## config.mk

```make
export PLATFORM = sky130hd
export DESIGN_NAME = io_dispatch_flat
export DESIGN_NICKNAME = d
export VERILOG_FILES = /design/src/rtl/io_dispatch_if.sv /design/src/rtl/io_dispatch.sv /design/src/flat_wrapper.sv
export SDC_FILE = /design/constraint.sdc
export NUM_CORES = 1
export LEC_CHECK = 0
export ABC_AREA = 1
export CAP_MARGIN = 25
export CORE_ASPECT_RATIO = 1.1
export CORE_MARGIN = 5
export CORE_UTILIZATION = 30
export DETAILED_ROUTE_END_ITERATION = 10
export PLACE_DENSITY = 0.53
export SETUP_SLACK_MARGIN = 0.02
export SLEW_MARGIN = 5
export SYNTH_ARGS = -nofsm -noshare
export SYNTH_HDL_FRONTEND = slang
export SYNTH_SLANG_ARGS = --single-unit
export TNS_END_PERCENT = 100
```

## constraint.sdc

```tcl
create_clock -name clk -period 5.9 [get_ports clk]
set_input_delay 1.18 -clock clk [delete_from_list [all_inputs] [get_ports clk]]
set_output_delay 1.18 -clock clk [all_outputs]
set_load 0.01 [all_outputs]
```

## src/rtl/io_dispatch_if.sv

```systemverilog
// CPU request handshake plus peripheral bus signals for io_dispatch.
// The master modport is the requester/bus-status side; slave is the dispatcher.
interface io_dispatch_if;
  logic        req_valid;
  logic        req_ready;
  logic [4:0]  req_device;
  logic [5:0]  req_command;
  logic [31:0] req_data;
  logic        bus_busy;
  logic [4:0]  device;
  logic [5:0]  command;
  logic [31:0] data_out;
  logic [15:0] issue_count;

  modport master (
    output req_valid, req_device, req_command, req_data, bus_busy,
    input  req_ready, device, command, data_out, issue_count
  );

  modport slave (
    input  req_valid, req_device, req_command, req_data, bus_busy,
    output req_ready, device, command, data_out, issue_count
  );
endinterface

```

## src/rtl/io_dispatch.sv

```systemverilog
// Queues CPU I/O requests in a small FIFO and issues them one per cycle onto the
// peripheral bus whenever the bus is free; no-op requests are dropped at the door.
module io_dispatch #(
  parameter int unsigned DEPTH = 4
) (
  input logic          clk,
  input logic          reset,
  io_dispatch_if.slave bus
);

  localparam int unsigned PtrW = (DEPTH > 1) ? $clog2(DEPTH) : 1;
  localparam int unsigned CntW = $clog2(DEPTH) + 1;
  localparam logic [CntW-1:0] Full = CntW'(DEPTH);

  localparam logic [4:0]  IdleDevice  = 5'b11111;
  localparam logic [5:0]  IdleCommand = 6'b000000;

  // Entry layout: {device, command, data}
  logic [42:0]     r_mem [DEPTH];
  logic [PtrW-1:0] r_wr_ptr;
  logic [PtrW-1:0] r_rd_ptr;
  logic [CntW-1:0] r_count;
  logic [4:0]      r_device;
  logic [5:0]      r_command;
  logic [31:0]     r_data;
  logic [15:0]     r_issue_count;

  logic            w_ready;
  logic            w_push;
  logic            w_pop;
  logic [42:0]     w_head;

  // Readiness uses registered occupancy only, so a same-cycle pop never frees a full slot.
  assign w_ready = !reset && (r_count < Full);
  assign w_push  = bus.req_valid && w_ready && (bus.req_command != IdleCommand);
  assign w_pop   = (r_count != '0) && !bus.bus_busy;
  assign w_head  = r_mem[r_rd_ptr];

  always_ff @(posedge clk) begin
    if (w_push) begin
      r_mem[r_wr_ptr] <= {bus.req_device, bus.req_command, bus.req_data};
    end
  end

  always_ff @(posedge clk or posedge reset) begin
    if (reset) begin
      r_wr_ptr <= '0;
      r_rd_ptr <= '0;
      r_count  <= '0;
    end else begin
      if (w_push) begin
        r_wr_ptr <= r_wr_ptr + PtrW'(1);
      end
      if (w_pop) begin
        r_rd_ptr <= r_rd_ptr + PtrW'(1);
      end
      case ({w_push, w_pop})
        2'b10:   r_count <= r_count + CntW'(1);
        2'b01:   r_count <= r_count - CntW'(1);
        default: r_count <= r_count;
      endcase
    end
  end

  always_ff @(posedge clk or posedge reset) begin
    if (reset) begin
      r_device      <= IdleDevice;
      r_command     <= IdleCommand;
      r_data        <= '0;
      r_issue_count <= '0;
    end else if (w_pop) begin
      r_device      <= w_head[42:38];
      r_command     <= w_head[37:32];
      r_data        <= w_head[31:0];
      r_issue_count <= r_issue_count + 16'd1;
    end else begin
      r_device      <= IdleDevice;
      r_command     <= IdleCommand;
      r_data        <= '0;
    end
  end

  assign bus.req_ready   = w_ready;
  assign bus.device      = r_device;
  assign bus.command     = r_command;
  assign bus.data_out    = r_data;
  assign bus.issue_count = r_issue_count;

endmodule
```

## src/flat_wrapper.sv

```systemverilog
// flat-port wrapper written by rule: the top's interface ports become plain ports
module io_dispatch_flat 
#(
  parameter int unsigned DEPTH = 4
)
  (clk, reset, bus_req_valid, bus_req_device, bus_req_command, bus_req_data, bus_bus_busy, bus_req_ready, bus_device, bus_command, bus_data_out, bus_issue_count);
  io_dispatch_if bus_i ();
  input logic clk;
  input logic reset;
  input wire logic [$bits(bus_i.req_valid)-1:0] bus_req_valid;
  input wire logic [$bits(bus_i.req_device)-1:0] bus_req_device;
  input wire logic [$bits(bus_i.req_command)-1:0] bus_req_command;
  input wire logic [$bits(bus_i.req_data)-1:0] bus_req_data;
  input wire logic [$bits(bus_i.bus_busy)-1:0] bus_bus_busy;
  output wire logic [$bits(bus_i.req_ready)-1:0] bus_req_ready;
  output wire logic [$bits(bus_i.device)-1:0] bus_device;
  output wire logic [$bits(bus_i.command)-1:0] bus_command;
  output wire logic [$bits(bus_i.data_out)-1:0] bus_data_out;
  output wire logic [$bits(bus_i.issue_count)-1:0] bus_issue_count;
  assign bus_i.req_valid = bus_req_valid;
  assign bus_i.req_device = bus_req_device;
  assign bus_i.req_command = bus_req_command;
  assign bus_i.req_data = bus_req_data;
  assign bus_i.bus_busy = bus_bus_busy;
  assign bus_req_ready = bus_i.req_ready;
  assign bus_device = bus_i.device;
  assign bus_command = bus_i.command;
  assign bus_data_out = bus_i.data_out;
  assign bus_issue_count = bus_i.issue_count;
  io_dispatch #(.DEPTH(DEPTH)) u_core (.clk(clk), .reset(reset), .bus(bus_i));
endmodule
```

# ---- Word-level counts from Yosys, hierarchy flattened
# Memory sizes are Yosys's and may differ from the RTL's.
# Cells that the tools add are included.
dict set report totals {
  register_bits 66
  ramBits 172
  input_bits 47
  output_inout_bits 60
  word_cells 31
  n_memories 1
}
# memory words width read_ports rd_ports_with_merged_regs wr line_no
set memory_table {}
lappend memory_table {u_core.r_mem 4 43 1 0 1 io_dispatch.sv:19} ;# logic [42:0] r_mem [DEPTH];
dict set report op_classes {
  n_addsub 5
  magnitude_cmp 1
  eq_ne 2
  n_mux 6
  n_reduce_logical 9
}
# cell count
set op_table {}
lappend op_table {{$mux 32} 1}
lappend op_table {{$add 16x1->16 const B} 1}
lappend op_table {{$mux 6} 1}
lappend op_table {{$pmux 3 s2} 1}
lappend op_table {{$reduce_bool 6->1} 1}
lappend op_table {{$mux 5} 1}
lappend op_table {{$add 2x1->2 const B} 2}
lappend op_table {{$logic_and 1x1->1} 4}
lappend op_table {{$add 3x1->3 const B} 1}
lappend op_table {{$lt 3x3->1 const B} 1}
lappend op_table {{$reduce_bool 3->1} 1}
lappend op_table {{$sub 3x1->3 const B} 1}
lappend op_table {{$eq 2x1->1 const B} 1}
lappend op_table {{$eq 2x2->1 const B} 1}
lappend op_table {{$logic_not 1->1} 2}
lappend op_table {{$mux 1} 2}
lappend op_table {{$reduce_bool 2->1} 1}

# ---- Longest topological paths before layout
dict set report depth {
  ltp_word 6
  mapped_depth 8
  mapped_depth_nobuf 8
}

# ---- Worst setup path before layout
# No wires, ideal clock.
dict set report synth_path {
  path_type {input -> register}
  startpoint {input port reset}
  endpoint {memory u_core.r_mem[0][0] (enable)}
  setup_ps 444
  arrival_time_ps 3368
  t_required_ps 5456
  setup_slack_ps 2088
  path_stages 3
  path_buffers 0
  cell_sequence {nor3b_1 nand2_1 nor2_1}
}
dict set report synth_between {
  elab_chain_cells 6
}
# element line_no
set synth_rtl {}
lappend synth_rtl {{from (decl)} flat_wrapper.sv:9} ;# input logic reset;
lappend synth_rtl {{$logic_not 1->1 (no line)} --}
lappend synth_rtl {{$logic_and 1x1->1} io_dispatch.sv:34} ;# assign w_ready = !reset && (r_count < Full);
lappend synth_rtl {{$logic_and 1x1->1 (2 in series)} io_dispatch.sv:35} ;# assign w_push = bus.req_valid && w_ready && (bus.req_command != IdleCommand);
lappend synth_rtl {{$mux 1} io_dispatch.sv:40} ;# if (w_push) begin
lappend synth_rtl {{$mux 1 (implied by the code)} io_dispatch.sv:41} ;# r_mem[r_wr_ptr] <= {bus.req_device, bus.req_command, bus.req_data};
lappend synth_rtl {{to (decl)} io_dispatch.sv:19}
# No other way between the ends.

# ---- Final worst setup path
dict set report layout_path {
  startpoint {input port reset}
  endpoint {output port bus_req_ready}
}
dict set report layout_between {
  elab_chain_cells 2
}
# element line_no
set layout_rtl {}
lappend layout_rtl {{$logic_not 1->1 (no line)} --}
lappend layout_rtl {{$logic_and 1x1->1} io_dispatch.sv:34}
lappend layout_rtl {{to (decl)} flat_wrapper.sv:15} ;# output wire logic [$bits(bus_i.req_ready)-1:0] bus_req_ready;
# No other way between the ends.

==> metrics.cfg <==
[outcome]
status=finished clean

[timing]
finalCritPeriodShare=0.599
fin_setup_tns_ps=0
finalSetupViolCount=0
maxSlewHeadroom=0.337
max_freq_mhz=283
hold_viol=0
maxSlewViolCount=0
tightest_slew_ps=994
layout_min_cycle_time_ps=3540
rsz0062_at_grt=false
fin_worst_skew_ps=11.5

[synthesis]
syn_nets=760
syn_inst=706
synth-edff-count=172
synth-seq-cells=238
yosysTopAreaCellShare=0.572
syn-mean-instance-area_sq_um=12.8
synth_common_cells=172 x edfxtp_1, 172 x nor2_1, 69 x nand2_1, 61 x dfrtp_1, 50 x a21oi_1
syn_area_sq_um=9030
synth_sequential_area_ratio=0.755
synth_compound_area_frac=0.0741
yosys_warnings=0
synthSimpleGateAreaFrac=0.113
synthDistinctLibCells=30
async_reset_ff_frac=0.277
synth_top_family_by_area=simple AND/OR/NAND/NOR gates
synth_xor_area_frac=0.0105
yosysTopAreaCell=edfxtp_1
synthMuxAreaShare=0.00125
synth_fa_ha_area_frac=0.0105
ys.flop_type=edfxtp_1
ys_top_cells_by_area=edfxtp_1 57%, dfrtp_1 17%, nor2_1 7.1%, nand2_1 2.9%, a21oi_1 2.8%

[setup_path]
startpoint_type=primary input
arrival_ps=2360
worst_setup_path_end_kind=output port
cp_common_cell=clkdlybuf4s50_1
cp_slowest_cell=clkdlybuf4s50_1
crit_path_max_fanout=3
path_cells=clkdlybuf4s50_1, nor2_1, clkdlybuf4s50_1
cpPeakStageDelay_ps=580
cp.required_ps=4720
critical_path_class=in -> out

[global_routing]
grt_pass1_wl_um=31600
grt_pass1_vias=5548
grt_usage=0.118
antenna_found_initial=2
globalRouteOverflowTotal=0
grt_max_degree=89

[power_and_ir_drop]
power.switching_mw=1.62
vdd_drop_max_mv=0.197
p_comb_frac=0.248
p_sw_frac=0.309
internal_power_mw=3.63
seqPwrFrac=0.443
p_per_area_nw_per_um2=463
power_mw=5.25
p_clk_frac=0.309
power.leakage_nw=4.14

[floorplan]
dieArea_sq_um=33700
start_util=0.305
dieWidth_um=175
core_sq_um=29600
rows=66
ios=107
fp.dieH_um=192

[cts]
cts_sinks=238
cts-hold-fix-buffers=0
clk_latency_ps=520
clkTransAtPathRegs_ps=60
cts_buffer_depth=3
postCtsSetupBuffers=0
cts_buffers=26
cts.repair.resized=0
h-tree-depth=1
root_buffer=clkbuf_16
cts_tree=done

[hold_path]
min_path_type=reg -> reg

[routing]
vias=5294
wl_um=19900
drc=0
viasPerCell=4.38
drtIter0Drc=267
firstDrtPassIters=4
routedWlPerCell_um=16.4
final_antenna_net_count=0

[final_layout]
diodes=0
nFillCells=2783
drive_above_1_share=0.0839
fin_nets=868
syn2layout_area_growth_pct=25.6

[place]
place_congestion=0.707
io_buffers=106
hpwl_um=11500

[job]
cap_violations=0

## stage by stage
step / utilization / instance area, sq um / cells / hold slack (ps) / setup slack, ps
floorplan: - / 9030 / 706 / 491 / 2090
global placement: 0.352 / 10400 / 1158 / 485 / 1980
detailed placement: 0.352 / 10400 / 1158 / 510 / 1940
CTS: 0.381 / 11300 / 1206 / 518 / 2320
global route: 0.383 / 11300 / 1208 / 548 / 2310
finish: 0.383 / 11300 / 1208 / 513 / 2360
## layout make-up
class / count / area (sq um) / share of cell area
sequential: 238 / 6830 / 0.602
multi-input combinational: 409 / 1930 / 0.170
timing repair buffer: 113 / 1150 / 0.102
clock buffer: 38 / 756 / 0.0666
tap: 374 / 468 / 0.0412
clock inverter: 10 / 115 / 0.0101
inverter: 26 / 101 / 0.00893
## flip-flops by register name, indices dropped and copies added, names as in the netlist
name and count:
u_core.bus.data_out 32, u_core.r_count 3, u_core.r_mem 172, u_core.r_wr_ptr 2
u_core.bus.device 5, u_core.r_rd_ptr 2, u_core.bus.command 6, u_core.bus.issue_count 16
## cells by family (layout without fill, tap and decap cells)
family	count (synthesis)	in the layout
fa+ha+maj	7	7
simple gates	258	258
flops	238	238
compound gates	133	133
xor+xnor	10	10
buf+inv	59	187
mux	1	1
## routing by layer
metal | routed length, um | GRT usage | vias up | share of wire
met4 | 258 | 0.0270 | 4 | 0.013
met2 | 9410 | 0.199 | 95 | 0.47
met1 | 9200 | 0.158 | 2536 | 0.46
li1 | - | - | 2634 | -
met3 | 965 | 0.0268 | 25 | 0.049
met5 | 21 | 0 | - | 0.0011
## cell usage in the layout, fill, tap and decap left out, types with 6 or more instances in the layout
| cell type | netlist | final |
|---|---|---|
| o21ai_1 | 37 | 37 |
| dfrtp_1 | 61 | 59 |
| clkbuf_16 | 0 | 26 |
| inv_1 | 24 | 23 |
| clkbuf_8 | 0 | 6 |
| ha_1 | 6 | 6 |
| nand2_1 | 69 | 69 |
| a21oi_1 | 50 | 50 |
| clkbuf_1 | 6 | 6 |
| nand3b_1 | 6 | 6 |
| clkdlybuf4s50_1 | 0 | 106 |
| edfxtp_1 | 172 | 172 |
| o21ai_0 | 45 | 45 |
| nor2_1 | 172 | 168 |
| xor2_1 | 7 | 7 |
## final timing paths
check                                            from                         end  slack [ps]  depth (start not counted)
max reg2reg                         u_core.r_count[2]         u_core.r_mem[2][10]        3380                          4
max in group asynchronous                       reset        u_core.bus.device[0]        4230                          4
min reg2reg                u_core.bus.issue_count[15]  u_core.bus.issue_count[15]         510                          2
min in group asynchronous                       reset       u_core.bus.command[2]        1070                          3
min                        u_core.bus.issue_count[15]  u_core.bus.issue_count[15]         510                          2
max                                             reset               bus_req_ready        2360                          3
## power by group through the flow
| stage | clock (mW) | combinational, mW | sequential [mW] |
|---|---|---|---|
| floorplan | 0 | 0.842 | 2.27 |
| finish | 1.62 | 1.30 | 2.32 |
| detailed placement | 0 | 1.32 | 2.37 |
| global route | 1.74 | 1.48 | 2.37 |
| global placement | 0 | 1.31 | 2.37 |
| CTS | 1.67 | 1.33 | 2.33 |
## worst max-delay path: cells and delay by family
kind / cells / cell delay [ps]
buffers and inverters: 2 / 1040
AND/OR/NAND/NOR: 1 / 140
Power figures use the tool's default switching activity.
